<file path="src/rtl/systolic_pkg.sv">
// Shared types and constants for the systolic array sequencer.
package systolic_pkg;

    localparam int N_DEFAULT = 4;
    localparam int K_DEFAULT = 4;

    localparam logic [7:0] FP8_ZERO = 8'h00;
    localparam int         BF16_W   = 16;

    localparam logic SEL_A = 1'b0;
    localparam logic SEL_B = 1'b1;

    typedef enum logic [2:0] {
        IDLE    = 3'd0,
        CLEAR   = 3'd1,
        FEED    = 3'd2,
        CAPTURE = 3'd3,
        OUT     = 3'd4
    } state_e;

endpackage

</file>
<file path="src/rtl/systolic_skew_gen.sv">
// Skewed wavefront generator: picks the A/B operand bytes for feed step t
// and registers them onto the array row and column edges.
// One index calculation (k = t - lane) serves both edges.
module systolic_skew_gen
    import systolic_pkg::*;
#(
    parameter int N  = N_DEFAULT,
    parameter int K  = K_DEFAULT,
    parameter int TW = 4
) (
    input  logic             clk,
    input  logic             rst,
    input  logic             wave_en,
    input  logic [TW-1:0]    t,
    input  logic [8*N*K-1:0] a_buf,
    input  logic [8*N*K-1:0] b_buf,
    output logic [8*N-1:0]   arr_a,
    output logic [8*N-1:0]   arr_b
);

    logic [8*N-1:0] a_wave;
    logic [8*N-1:0] b_wave;
    int             k;

    // Lane e carries reduction index k = t - e; outside 0..K-1 the lane idles at zero.
    always_comb begin
        a_wave = {N{FP8_ZERO}};
        b_wave = {N{FP8_ZERO}};
        k      = 0;
        for (int e = 0; e < N; e++) begin
            k = int'(t) - e;
            if (wave_en && k >= 0 && k < K) begin
                a_wave[8*e +: 8] = a_buf[8*(e*K + k) +: 8];
                b_wave[8*e +: 8] = b_buf[8*(k*N + e) +: 8];
            end
        end
    end

    // Edge registers; loading zero whenever wave_en is low keeps the lines quiet outside FEED.
    always_ff @(posedge clk) begin
        if (rst) begin
            arr_a <= '0;
            arr_b <= '0;
        end else begin
            arr_a <= a_wave;
            arr_b <= b_wave;
        end
    end

endmodule

</file>
<file path="src/rtl/systolic_seq_ctrl.sv">
// Sequencer for an N x N output-stationary FP8 systolic array: holds the
// A/B tiles, clears the accumulators, feeds skewed wavefronts, captures the
// BF16 results and streams them out over valid/ready.
// Optional macro SYSTOLIC_SEQ_PERF_EN adds a saturating busy-cycle counter.
//
// state   | meaning
// IDLE    | waiting for start; operand buffer writes accepted
// CLEAR   | one cycle of arr_clear, feed lines zero
// FEED    | t = 0..K+2N-3, skewed operands on the array edges
// CAPTURE | feed lines zero, all arr_c values latched
// OUT     | result beats 0..N*N-1 on the valid/ready port
module systolic_seq_ctrl
    import systolic_pkg::*;
#(
    parameter int N  = N_DEFAULT,
    parameter int K  = K_DEFAULT,
    parameter int AW = $clog2(N*K)
) (
    input  logic                     clk,
    input  logic                     rst,
    input  logic                     wr_en,
    input  logic                     wr_sel,
    input  logic [AW-1:0]            wr_addr,
    input  logic [7:0]               wr_data,
    input  logic                     start,
    output logic                     busy,
    output logic                     done,
    output logic                     arr_clear,
    output logic [8*N-1:0]           arr_a,
    output logic [8*N-1:0]           arr_b,
    input  logic [BF16_W*N*N-1:0]    arr_c,
    output logic                     out_valid,
    input  logic                     out_ready,
    output logic [BF16_W-1:0]        out_data,
    output logic [$clog2(N*N)-1:0]   out_idx
`ifdef SYSTOLIC_SEQ_PERF_EN
    ,
    output logic [31:0]              perf_cycles
`endif
);

    localparam int FEED_LEN = K + 2*N - 2;
    localparam int TW       = $clog2(FEED_LEN + 1);
    localparam int NR       = N*N;
    localparam int IW       = $clog2(NR);

    state_e              state_q, state_d;
    logic [TW-1:0]       t_q, t_d;
    logic                busy_q, busy_d;
    logic                done_q, done_d;
    logic                clear_q, clear_d;
    logic                valid_q, valid_d;
    logic [BF16_W-1:0]   data_q, data_d;
    logic [IW-1:0]       idx_q, idx_d;
    logic                capture;
    logic                wave_en;
    logic [BF16_W*NR-1:0] res_q;
    logic [8*N*K-1:0]    a_buf_q;
    logic [8*N*K-1:0]    b_buf_q;

    // Next-state and output-register logic for the tile sequence.
    always_comb begin
        state_d = state_q;
        t_d     = t_q;
        busy_d  = busy_q;
        done_d  = 1'b0;
        clear_d = 1'b0;
        valid_d = valid_q;
        data_d  = data_q;
        idx_d   = idx_q;
        capture = 1'b0;
        case (state_q)
            IDLE: begin
                if (start) begin
                    state_d = CLEAR;
                    busy_d  = 1'b1;
                    clear_d = 1'b1;
                end
            end
            CLEAR: begin
                state_d = FEED;
                t_d     = '0;
            end
            FEED: begin
                if (t_q == TW'(FEED_LEN - 1)) state_d = CAPTURE;
                else                          t_d     = t_q + 1'b1;
            end
            CAPTURE: begin
                state_d = OUT;
                capture = 1'b1;
                valid_d = 1'b1;
                idx_d   = '0;
                data_d  = arr_c[BF16_W-1:0];
            end
            OUT: begin
                if (out_ready) begin
                    if (idx_q == IW'(NR - 1)) begin
                        state_d = IDLE;
                        valid_d = 1'b0;
                        busy_d  = 1'b0;
                        done_d  = 1'b1;
                        idx_d   = '0;
                        data_d  = '0;
                    end else begin
                        idx_d  = idx_q + 1'b1;
                        data_d = res_q[BF16_W*(int'(idx_q) + 1) +: BF16_W];
                    end
                end
            end
            default: state_d = IDLE;
        endcase
    end

    // The edge registers load the wave for the step the FSM is entering.
    assign wave_en = (state_d == FEED);

    systolic_skew_gen #(.N(N), .K(K), .TW(TW)) u_skew (
        .clk     (clk),
        .rst     (rst),
        .wave_en (wave_en),
        .t       (t_d),
        .a_buf   (a_buf_q),
        .b_buf   (b_buf_q),
        .arr_a   (arr_a),
        .arr_b   (arr_b)
    );

    // Control state registers.
    always_ff @(posedge clk) begin
        if (rst) begin
            state_q <= IDLE;
            t_q     <= '0;
            busy_q  <= 1'b0;
            done_q  <= 1'b0;
            clear_q <= 1'b0;
            valid_q <= 1'b0;
            data_q  <= '0;
            idx_q   <= '0;
        end else begin
            state_q <= state_d;
            t_q     <= t_d;
            busy_q  <= busy_d;
            done_q  <= done_d;
            clear_q <= clear_d;
            valid_q <= valid_d;
            data_q  <= data_d;
            idx_q   <= idx_d;
        end
    end

    // Result snapshot; only meaningful after a CAPTURE, so it carries no reset.
    always_ff @(posedge clk) begin
        if (capture) res_q <= arr_c;
    end

    // Operand buffers are writable only while idle; addresses past N*K are dropped.
    always_ff @(posedge clk) begin
        if (wr_en && state_q == IDLE && int'(wr_addr) < N*K) begin
            if (wr_sel == SEL_A)      a_buf_q[8*int'(wr_addr) +: 8] <= wr_data;
            else if (wr_sel == SEL_B) b_buf_q[8*int'(wr_addr) +: 8] <= wr_data;
        end
    end

`ifdef SYSTOLIC_SEQ_PERF_EN
    logic [31:0] perf_q;

    // Busy-cycle counter; survives start and sticks at all-ones.
    always_ff @(posedge clk) begin
        if (rst)                          perf_q <= '0;
        else if (busy_q && perf_q != '1)  perf_q <= perf_q + 32'd1;
    end

    assign perf_cycles = perf_q;
`endif

    assign busy      = busy_q;
    assign done      = done_q;
    assign arr_clear = clear_q;
    assign out_valid = valid_q;
    assign out_data  = data_q;
    assign out_idx   = idx_q;

endmodule

</file>
<file path="config.mk">
export PLATFORM = sky130hd
export DESIGN_NAME = systolic_seq_ctrl
export DESIGN_NICKNAME = d
export VERILOG_FILES = /design/src/rtl/systolic_pkg.sv /design/src/rtl/systolic_skew_gen.sv /design/src/rtl/systolic_seq_ctrl.sv
export SDC_FILE = /design/constraint.sdc
export NUM_CORES = 1
export LEC_CHECK = 0
export CORE_MARGIN = 10
export CORE_UTILIZATION = 39
export CTS_CLUSTER_SIZE = 28
export DETAILED_ROUTE_END_ITERATION = 7
export PLACE_DENSITY = 0.6
export SETUP_SLACK_MARGIN = 0.5
export SLEW_MARGIN = 0
export SYNTH_ARGS = -nofsm -noshare
export SYNTH_HDL_FRONTEND = slang
export SYNTH_SLANG_ARGS = --single-unit
</file>
<file path="constraint.sdc">
create_clock -name clk -period 20.8 [get_ports clk]
set_input_delay 2.08 -clock clk [delete_from_list [all_inputs] [get_ports clk]]
set_output_delay 2.08 -clock clk [all_outputs]
set_load 0.01 [all_outputs]
</file>
== Word level (Yosys, flattened, before mapping) ==
Cells that the tools add are included.
Storage, ports and cells
  register bits: 607
  bits of input ports: 274
Operators by class
  magnitude comparators: 8
  reduce and logical (&&, ||, !) cells: 23
  equal/unequal tests: 10
  multiplexer cells: 23
  add/sub/neg operators: 13
  shifts and indexed selects: 11
  bitwise gates (word level): 8
Operator list (number)
  $shiftx A128 B32 Y8: 6
  $bwmux W128: 2
  $shiftx A256 B10 Y16: 1
  $shift A8 B33 Y128 const A: 1
  $shiftx A128 B10 Y8: 1
  $shiftx A128 B8 Y8: 1
  $shiftx A8 B33 Y128: 1
  $neg A7 Y33: 1
  $mux W16: 2
  $pmux W16 S2: 1
  $add A7 B3 Y8 const B: 2
  $pmux W4 S2: 2
  $ge A5 B1 Y1 const B: 3
  $lt A5 B4 Y1 const B: 3
  $pmux W3 S5: 1
  $add A5 B5 Y6 const A: 2
  $mux W3: 4
  $mux W4: 3
  $reduce_or A2 Y1: 5
  $sub A4 B2 Y5 const B: 2
  $eq A3 B2 Y1 const B: 3
  $logic_and A1 B1 Y1: 9
  $add A4 B1 Y4 const B: 2
  $add A7 B2 Y8 const B: 1
  18 further kinds: 37

== Logic depth before layout (Yosys ltp) ==
Gate-level depths: netlist of run 1.
  depth in word-level cells: 9
  mapped depth: 19
  mapped depth without buffers: 15

== Modules after synthesis ==
Synthesis of run 1 repeated with hierarchy kept, for this count alone.
Unflattened totals
  cell total of the unflattened synthesis: 1451
  area, all modules: 23981.8 um2
By module, submodules not included
  systolic_seq_ctrl: cells an instance 1131, area each 19446.2 um2, times used 1, sequential area each 15514.9 um2
  systolic_skew_gen: cells an instance 320, area each 4535.6 um2, times used 1, sequential area each 1281.2 um2

== Least setup slack after synthesis of run 1 ==
No wires, ideal clock.
  path kind: register -> register
  start point: register state_q[2]
  end point: register idx_q[3], in the netlist out_idx[3]
  setup time: 0.071 ns
  path buffers: 1
  arrival: 6.464 ns
  clock period less this slack: 6.535 ns
  data required time: 20.729 ns
  stages on the path, launching flop included: 7
  slack: 14.265 ns
  cell sequence: dfxtp_1 buf_2 nand3b_1 inv_1 a21oi_1 or4_1 a21oi_1
Between the ends
  cells in the longest elaborated chain, start to end: 3
  elaborated cells on any way between the ends: 6
  those cells by class: 3 x eq/ne; 1 x mux; 2 x reduce/logical
Ends and longest elaborated chain
  from (decl): line systolic_seq_ctrl.sv:47  | state_e state_q, state_d;
  from (signal assigned): line systolic_seq_ctrl.sv:140  | state_q <= state_d;
  $eq A3 B3 Y1 or $eq A3 B2 Y1 (tied branches): line systolic_seq_ctrl.sv:72  | case (state_q)
  $ne A2 B2 Y1 (no source line) or $reduce_bool A2 Y1 (tied branches)
  $reduce_and A2 Y1 (no source line)
  to (signal assigned): line systolic_seq_ctrl.sv:147  | idx_q <= idx_d;
  to (decl): line systolic_seq_ctrl.sv:54  | logic [IW-1:0] idx_q, idx_d;
Parallel ways exist; a longest one is shown, timed or not.
A chain may end at the register's enable or synchronous reset.

== Worst setup path in the final report of run 1 ==
  start point: register t_q[1]
  end point: register u_skew.arr_a[11]
Between the ends
  cells in the longest elaborated chain, start to end: 9
  elaborated cells on any way between the ends: 16
  those cells by class: 3 x add/sub; 2 x order compare; 2 x eq/ne; 1 x shift; 4 x mux; 1 x bitwise; 3 x reduce/logical
Ends and longest elaborated chain
  from (decl): line systolic_seq_ctrl.sv:48  | logic [TW-1:0] t_q, t_d;
  from (signal assigned): line systolic_seq_ctrl.sv:141  | t_q <= t_d;
  branches (longest 9 deep; another with $add A4 B5 Y6)
  to (signal assigned): line systolic_skew_gen.sv:45  | arr_a <= a_wave;
  to (decl): line systolic_skew_gen.sv:17  | output logic [8*N-1:0] arr_a,
Parallel ways; which one is timed is not known.

==> impl_metrics.py, run 1 <==
metrics = {
    "setup_path": {
        "crit_required_ns": 21.35,
        "r2r-start": "t_q[1]",
        "cp-start-kind": "flop",
        "r2r_slack_ns": 15.35,
        "r2r_end": "u_skew.arr_a[11]",
        "crit_fanout": 96,
        "reg2reg_depth": 15,
        "crit_type": "reg2reg",
        "end_kind": "flop",
        "critPathArrivalTime_ns": 6.00,
    },
    "global_routing": {
        "overflow": 0,
        "groute.usage.overall_pct": 20.94,
        "antenna_found_initial": 11,
        "grt_pass1_vias": 15836,
        "grt_pass1_wl_mm": 109.6,
        "grt_max_degree": 149,
    },
    "synth": {
        "synth_cells": 1635,
        "synth_top_family_by_area": "multiplexers",
        "synth_flop_cell": "edfxtp_1",
        "syn-num-nets": 1923,
        "postSynthAreaPerCell_um2": 14.73,
        "syn-cell-area_um2": 24080,
        "synth.area.mux_share_pct": 12.05,
        "seq_area_frac_synth_pct": 69.75,
        "ys_ff_latch": 591,
        "synth_cell_types": 58,
        "synthAdderAreaFrac_pct": 0.7274,
        "synth_edf_count": 496,
        "synth-xor-area-share_pct": 0.1818,
        "synthSimpleGateAreaFrac_pct": 11.26,
        "synth_compound_area_share_pct": 3.990,
        "synth_warnings": 0,
        "async_reset_ff_share_pct": 0,
    },
    "placement": {
        "pre_cts_ws_ns": 15.21,
        "hpwlAfterDp_mm": 57.62,
        "port_buffers": 361,
        "dp_cells": 2706,
        "gp_congestion": 0.9526,
    },
    "timing": {
        "fin_skew_ns": 0.04284,
        "period_share_pct": 26.21,
        "tightest_slew_ns": 1.232,
        "max_clock_freq_mhz": 183.4,
        "max_slew_margin_pct": 17.65,
        "timing.final.ws_setup_ns": 15.35,
        "fin_crit_ns": 5.452,
        "setup_viol": 0,
        "hold_viol": 0,
        "grt_setup_unrepaired": "false",
        "finalSetupTns_ns": 0,
        "timing.final.max_slew_violations": 0,
    },
    "cts": {
        "hold_buffers": 0,
        "cts_tree": "built",
        "cts_max_path_buffers": 3,
        "post_cts_resized": 0,
        "cts_setup_buffers": 0,
        "clock_latency_ns": 0.65,
        "cts_buffers": 61,
        "cts.clk_slew.worst_paths_ns": 0.06,
        "clock-sinks": 591,
        "h-tree-depth": 2,
        "cts_root_buf": "clkbuf_16",
    },
    "routing": {
        "vias_per_cell": 5.447,
        "ant_nets": 0,
        "first_pass_iters": 7,
        "totalWireLength_mm": 76.27,
        "drt_iter0_markers": 1273,
        "vias": 15400,
        "wire_per_inst_um": 26.98,
        "remaining_drc_errors": 0,
    },
    "worst_hold_path": {
        "hold_depth": 2,
        "hp-start": "out_data[8]",
        "whs_endpoint": "out_data[8]",
        "hold_class": "reg2reg",
    },
    "finish": {
        "final_util_pct": 49.86,
        "final_net_count": 2267,
        "fillers": 5303,
        "area_growth_pct": 27.05,
        "drive_above_1_share_pct": 11.56,
        "layout_commonest_cell": "edfxtp_1",
        "final_cell_mix": "edfxtp_1, clkdlybuf4s50_1, nand2_1, nor2_1, mux4_2",
        "layoutNonFillerInstCount": 2827,
    },
    "pwr": {
        "p_leak_nw": 10.37,
        "power.density_nw_per_um2": 86.91,
        "ir_worst_vdd_mv": 0.08857,
    },
    "floorplan": {
        "core_area_um2": 61370,
        "die_w_um": 268.5,
        "fp.dieH_um": 268.5,
        "num_rows": 91,
        "initial_core_util_pct": 39.24,
        "die_area_um2": 72090,
        "pin_count": 362,
    },
    "outcome": {
        "status": "complete, no violations",
    },
    "run": {
        "maxCapViolCount": 0,
    },
}
metal layers:
| layer | global-route usage (%) | share of wire [%] |
|---|---|---|
| met4 | 6.604 | 2.7 |
| met1 | 25.16 | 38 |
| met5 | 0 | 0.077 |
| met2 | 35.47 | 50 |
| met3 | 6.574 | 9.5 |
worst max-delay path: stages, from the launching register on:
cell and delay, ns:
dfxtp_1 0.38, inv_1 0.06, ha_1 0.18, and3b_1 0.28
or3_1 0.53, nand2_2 0.10, buf_4 0.76, inv_2 0.35
buf_4 0.52, ha_1 0.34, o21ai_1 0.10, a21boi_1 0.10
or2_2 0.30, ha_1 0.65, mux4_2 0.58, nor2_2 0.09
power breakdown:
group / internal (mW) / switching, mW
Clock: 0.694 / 0.477
Sequential: 1.29 / 0.00516
Combinational: 0.0942 / 0.0971
Total: 2.08 / 0.579
sequential cells by signal, summed over array words and instances (netlist names):
| signal | flops |
|---|---|
| out_idx | 4 |
| out_data | 16 |
| state_q | 3 |
| u_skew.arr_a | 32 |
| out_valid | 1 |
| done | 1 |
| busy | 1 |
| u_skew.arr_b | 32 |
| res_q | 240 |
| b_buf_q | 128 |
| t_q | 4 |
| a_buf_q | 128 |
| arr_clear | 1 |
per-stage QoR:
stage / total power, mW / area (um^2) / hold slack, ns
3_3_place_gp: 1.510 / 28430 / 0.4703
5_1_grt: 2.737 / 30600 / 0.5331
3_5_place_dp: 1.512 / 28430 / 0.4934
4_1_cts: 2.679 / 30580 / 0.4989
2_1_floorplan: 1.413 / 24080 / 0.4987
6_report: 2.659 / 30600 / 0.5003
how the worst max path moves through the flow:
stage                from          endpoint  slack [ns]  cells past startpoint
2_1_floorplan  state_q[2]        out_idx[3]       14.27                      6
3_3_place_gp   wr_addr[0]       a_buf_q[65]       15.42                      8
3_5_place_dp   wr_addr[0]       a_buf_q[70]       15.21                      8
4_1_cts            t_q[1]  u_skew.arr_a[11]       15.34                     15
5_1_grt            t_q[1]  u_skew.arr_a[11]       14.96                     15
6_report           t_q[1]  u_skew.arr_a[11]       15.35                     15
layout make-up:
type | count | area [um^2] | share of cell area, %
tap | 790 | 988.4 | 3.231
timing repair buffer | 381 | 3764 | 12.30
clock inverter | 47 | 590.6 | 1.930
multi-input combinational | 932 | 6819 | 22.29
antenna | 5 | 12.51 | 0.04089
clock buffer | 69 | 1567 | 5.120
inverter | 12 | 52.55 | 0.1718
sequential | 591 | 16800 | 54.92
cell usage after synthesis, types with 6 or more instances:
library cell    n  area (um^2)
a31oi_1         6        37.54
nor2_1        205        769.5
nand3_1        41        205.2
nand4_1         8        50.05
buf_1          11        41.29
nand2_1       231        867.1
a32oi_1        15        131.4
edfxtp_1      496        14890
a311oi_1       16        140.1
ha_1           14        175.2
mux4_2        100         2252
dfxtp_1        95         1902
o22ai_1         7        43.79
nand2b_1        7        43.79
and3_1         27        168.9
clkbuf_1       59        221.5
mux2i_1        65        650.6
nor3_1          6        30.03
nor2b_1        10        62.56
and2_1         49        306.5
a211oi_1       19        142.6
o21ai_0        23        115.1
a21oi_1        32        160.2
inv_1           9        33.78
o221ai_1       10        87.58
buf_2          23        115.1
cell families after synthesis:
group,after synthesis
and+or+nand+nor,610
DFF,591
muxes,165
AOI/OAI and AO/OA,138
buffers and inverters,112
adders and majority gates,14
xor gates and xnor gates,5
Power figures use the tool's default switching activity.
==> run 2: changes to the inputs <==
- PLACE_DENSITY: 0.6 -> 0.62
- clock period: 20.8 -> 4.9 ns (I/O delays scaled with it)
==> impl_metrics.py, run 2 (synthesis gave the netlist of run 1 again) <==
metrics = {
    "timing": {
        "whs_ns": 0.4116,
        "grt_setup_unrepaired": "false",
        "period_share_pct": 78.97,
        "fin_crit_ns": 3.869,
        "max_slew_margin_pct": 20.26,
        "timing.final.max_slew_violations": 0,
        "fin_skew_ns": 0.03001,
        "hold_viol": 0,
        "max_clock_freq_mhz": 258.4,
        "setup_viol": 0,
        "tightest_slew_ns": 1.196,
    },
    "cts": {
        "cts_root_buf": "clkbuf_16",
        "h-tree-depth": 2,
        "clock-sinks": 591,
        "cts_tree": "built",
        "cts_setup_buffers": 0,
        "post_cts_resized": 0,
        "cts_max_path_buffers": 3,
        "clock_latency_ns": 0.63,
        "hold_buffers": 0,
        "cts_buffers": 60,
        "cts.clk_slew.worst_paths_ns": 0.06,
    },
    "global_routing": {
        "grt_pass1_wl_mm": 108.1,
        "overflow": 0,
        "grt_pass1_vias": 16197,
        "antenna_found_initial": 14,
        "groute.usage.overall_pct": 20.56,
        "grt_max_degree": 173,
    },
    "placement": {
        "gp_congestion": 0.9562,
        "hpwlAfterDp_mm": 56.49,
        "port_buffers": 361,
    },
    "routing": {
        "totalWireLength_mm": 74.97,
        "first_pass_iters": 6,
        "met3RoutedLength_mm": 7.478,
        "drt_iter0_markers": 1710,
        "vias": 15319,
        "met2_length_mm": 37.14,
        "ant_nets": 0,
        "vias_per_cell": 5.411,
        "routed.top_layer": "met5",
        "wire_per_inst_um": 26.48,
        "met1_length_mm": 28.07,
        "remaining_drc_errors": 0,
    },
    "finish": {
        "seq_area_um2": 16810,
        "final_cell_mix": "edfxtp_1, clkdlybuf4s50_1, nand2_1, nor2_1, mux4_2",
        "fillers": 5151,
        "largest_register_ff_count": 240,
        "final_net_count": 2272,
        "area_growth_pct": 27.05,
        "multiInputGateArea_um2": 6825,
        "drive_above_1_share_pct": 11.84,
        "layout_commonest_cell": "edfxtp_1",
        "largest-register": "res_q",
        "top_regs": "res_q: 240 flops, a_buf_q: 128 flops, b_buf_q: 128 flops",
    },
    "setup_path": {
        "crit_required_ns": 5.43,
        "reg2reg_depth": 14,
        "crit_fanout": 11,
        "crit_type": "reg2reg",
        "end_kind": "flop",
        "critPathArrivalTime_ns": 4.40,
        "critPathSlowestCell": "ha_1",
        "cp_top_family": "adder cells",
        "cp-startpoint": "t_q[1]",
        "r2r_end": "u_skew.arr_a[14]",
        "crit_buf_inv": 3,
        "crit_chain": "inv_1, ha_1, and3b_1, nand2b_1, o22ai_1, buf_4, inv_2, ha_1, o21ai_1, a21boi_1, or2_2, ha_1, mux4_2, nor2_1",
        "cp-start-kind": "flop",
        "max_stage_delay_ns": 0.69,
        "critPathMostFrequentCell": "ha_1",
        "r2r-start": "t_q[1]",
        "r2r_slack_ns": 1.03,
    },
    "floorplan": {
        "die_w_um": 268.5,
        "initial_core_util_pct": 39.24,
        "die_area_um2": 72090,
        "core_area_um2": 61370,
        "fp.dieH_um": 268.5,
        "pin_count": 362,
        "num_rows": 91,
    },
    "worst_hold_path": {
        "whs_endpoint": "res_q[207]",
        "hold_class": "in2reg",
        "hp-start": "arr_c[207]",
        "hold_depth": 1,
    },
    "outcome": {
        "status": "complete, no violations",
    },
    "run": {
        "maxCapViolCount": 0,
    },
    "pwr": {
        "p_leak_nw": 10.36,
        "ir_worst_vdd_mv": 0.2705,
        "power.density_nw_per_um2": 363.9,
        "post-layout-total-power_mw": 11.13,
    },
}
==> run 2: cell count changes in the layout (fill, tap and decap cells not counted), moves of 2 or more <==
cell,before,now
clkinv_2,10,7
bufinv_16,12,10
buf_4,20,24
dfxtp_2,0,2
buf_12,0,2
clkbuf_1,7,9
dfxtp_1,93,91
inv_8,2,0
clkbuf_8,1,5
==> run 2: layer usage <==
layer,global-route usage (%),vias to the layer above
li1,-,6864
met1,24.48,7530
met2,34.81,777
met3,6.966,132
met4,6.194,16
met5,0,-
==> run 2: cell type report <==
type | count | share of cell area (%)
multi-input combinational | 932 | 22.31
antenna | 6 | 0.04907
tap | 790 | 3.231
timing repair buffer | 387 | 12.53
inverter | 12 | 0.1595
clock inverter | 38 | 1.472
clock buffer | 75 | 5.324
sequential | 591 | 54.93
==> run 2: report_power, final <==
part / switching (mW) / total [mW] / internal, mW / leakage [nW]
sequential: 0.0217 / 5.50 / 5.48 / 5.49
combinational: 0.408 / 0.812 / 0.404 / 3.86
clock: 1.94 / 4.82 / 2.88 / 1.01
==> run 2: metrics by stage <==
| stage | TNS, ns | setup WS [ns] | utilization (%) | instance area, um^2 | cells |
|---|---|---|---|---|---|
| 6_report | 0 | 1.031 | 49.86 | 30600 | 2831 |
| 5_1_grt | 0 | 0.8178 | 49.84 | 30580 | 2826 |
| 4_1_cts | 0 | 1.072 | 49.83 | 30580 | 2825 |
| 3_5_place_dp | 0 | 1.107 | 46.44 | 28500 | 2712 |
| 3_3_place_gp | 0 | 1.218 | 46.44 | 28500 | 2712 |
| 2_1_floorplan | -3.551 | -0.1973 | - | 24100 | 1635 |
==> run 2: worst max path at each step <==
stage | endpoint | depth (start not counted)
after floorplan | out_data[0] | 7
after global placement | u_skew.arr_a[8] | 14
after detailed placement | b_buf_q[96] | 6
after CTS | u_skew.arr_a[14] | 14
after global routing | u_skew.arr_a[9] | 14
final | u_skew.arr_a[14] | 14
==> run 3: changes to the inputs <==
- clock period: 4.9 -> 3.4 ns (I/O delays scaled with it)
==> impl_metrics.py, run 3 (synthesis gave the netlist of run 1 again) <==
metrics = {
    "floorplan": {
        "initial_core_util_pct": 39.24,
        "core_area_um2": 61370,
        "die_area_um2": 72090,
        "fp.dieH_um": 268.5,
        "num_rows": 91,
        "pin_count": 362,
        "die_w_um": 268.5,
    },
    "outcome": {
        "status": "complete, no violations",
    },
    "cts": {
        "cts_buffers": 66,
        "cts_max_path_buffers": 3,
        "clock_latency_ns": 0.60,
        "clock-sinks": 591,
        "cts.clk_slew.worst_paths_ns": 0.06,
        "h-tree-depth": 3,
        "cts_root_buf": "clkbuf_16",
        "cts_tree": "built",
    },
    "setup_path": {
        "critPathArrivalTime_ns": 3.59,
        "cp-start-kind": "flop",
        "end_kind": "flop",
        "crit_fanout": 8,
        "crit_type": "reg2reg",
        "reg2reg_depth": 14,
        "crit_required_ns": 3.93,
    },
    "timing": {
        "grt_setup_unrepaired": "true",
        "timing.final.max_slew_violations": 0,
        "finalSetupTns_ns": 0,
        "hold_viol": 0,
        "fin_skew_ns": 0.01800,
        "whs_ns": 0.2921,
        "max_slew_margin_pct": 30.73,
        "fin_crit_ns": 3.056,
        "period_share_pct": 89.89,
        "setup_viol": 0,
        "tightest_slew_ns": 1.034,
        "max_clock_freq_mhz": 327.2,
    },
    "routing": {
        "remaining_drc_errors": 0,
        "vias_per_cell": 5.418,
        "first_pass_iters": 5,
        "drt_iter0_markers": 1345,
        "vias": 15804,
        "ant_nets": 0,
        "totalWireLength_mm": 77.70,
        "wire_per_inst_um": 26.64,
    },
    "finish": {
        "largest-register": "res_q",
        "drive_above_1_share_pct": 17.51,
        "layout_commonest_cell": "edfxtp_1",
        "final_cell_mix": "edfxtp_1, clkdlybuf4s50_1, nand2_1, nor2_1, mux4_2",
        "largest_register_ff_count": 240,
        "area_growth_pct": 31.84,
        "fillers": 5113,
        "top_regs": "res_q: 240 flops, a_buf_q: 128 flops, b_buf_q: 128 flops",
        "final_net_count": 2364,
    },
    "global_routing": {
        "antenna_found_initial": 10,
        "grt_max_degree": 109,
        "grt_pass1_vias": 16651,
        "grt_pass1_wl_mm": 110.9,
        "groute.usage.overall_pct": 21.16,
        "overflow": 0,
    },
    "placement": {
        "gp_congestion": 0.9357,
        "hpwlAfterDp_mm": 56.91,
        "port_buffers": 361,
    },
    "pwr": {
        "ir_worst_vdd_mv": 0.4584,
        "power.density_nw_per_um2": 512.8,
        "p_leak_nw": 10.94,
        "post-layout-total-power_mw": 16.28,
    },
    "worst_hold_path": {
        "hold_class": "in2reg",
        "hold_depth": 1,
    },
    "run": {
        "maxCapViolCount": 0,
    },
}
run 3: worst paths after layout:
kind / from / endpoint / slack [ns]
setup / recovery: t_q[1] / u_skew.arr_a[15] / 0.34
hold / removal: arr_c[202] / res_q[202] / 0.29
setup reg to reg: t_q[1] / u_skew.arr_a[15] / 0.34
hold reg to reg: state_q[2] / state_q[0] / 0.45
run 3: critical path, cell delays in order (launching register included):
cell and delay, ns:
dfxtp_4 0.36, inv_2 0.04, ha_4 0.14, and3b_2 0.23, buf_6 0.13, o211ai_4 0.25
nand2_8 0.10, inv_8 0.08, ha_4 0.13, o21ai_4 0.05, nor3b_2 0.17, or2_4 0.26
ha_4 0.38, mux4_2 0.53, nor2_2 0.12
run 3: area by class of cell:
| class | count | area [um^2] | share of cell area (%) |
|---|---|---|---|
| antenna | 3 | 7.507 | 0.02365 |
| clock buffer | 83 | 1807 | 5.691 |
| clock inverter | 33 | 331.6 | 1.044 |
| inverter | 12 | 63.81 | 0.2010 |
| multi-input combinational | 932 | 7118 | 22.42 |
| sequential | 591 | 16820 | 52.97 |
| tap | 790 | 988.4 | 3.113 |
| timing repair buffer | 473 | 4617 | 14.54 |
run 3: repair_timing:
| action | CTS | global route |
|---|---|---|
| pin swaps | 8 | 24 |
| hold buffers | 0 | 0 |
| resized for setup | 18 | 32 |
| hold endpoints to repair | 0 | 0 |
| cloned | 0 | 2 |
| setup endpoints to repair | 46 | 39 |
| setup buffers | 11 | 21 |
run 3: metrics by stage:
stage / cells / utilization [%] / setup WS [ns] / area [um^2]
3_3_place_gp: 2764 / 47.40 / 0.1485 / 29090
3_5_place_dp: 2764 / 47.40 / 0.07874 / 29090
5_1_grt: 2915 / 51.73 / 0.2650 / 31740
6_report: 2917 / 51.73 / 0.3439 / 31750
4_1_cts: 2891 / 51.15 / 0.3688 / 31390
2_1_floorplan: 1635 / - / -1.697 / 24420
run 3: power breakdown:
group	total, mW	switching [mW]	internal (mW)
Sequential	7.93	0.0333	7.90
Clock	7.07	2.91	4.16
Combinational	1.28	0.620	0.660
run 3: metal layers:
layer | part of all wire, % | vias to the layer above | track usage (%)
met3 | 9.1 | 138 | 6.446
met5 | 0.14 | - | 0
met1 | 38 | 7894 | 24.93
met2 | 50 | 722 | 36.13
li1 | - | 7036 | -
met4 | 3.3 | 14 | 7.651
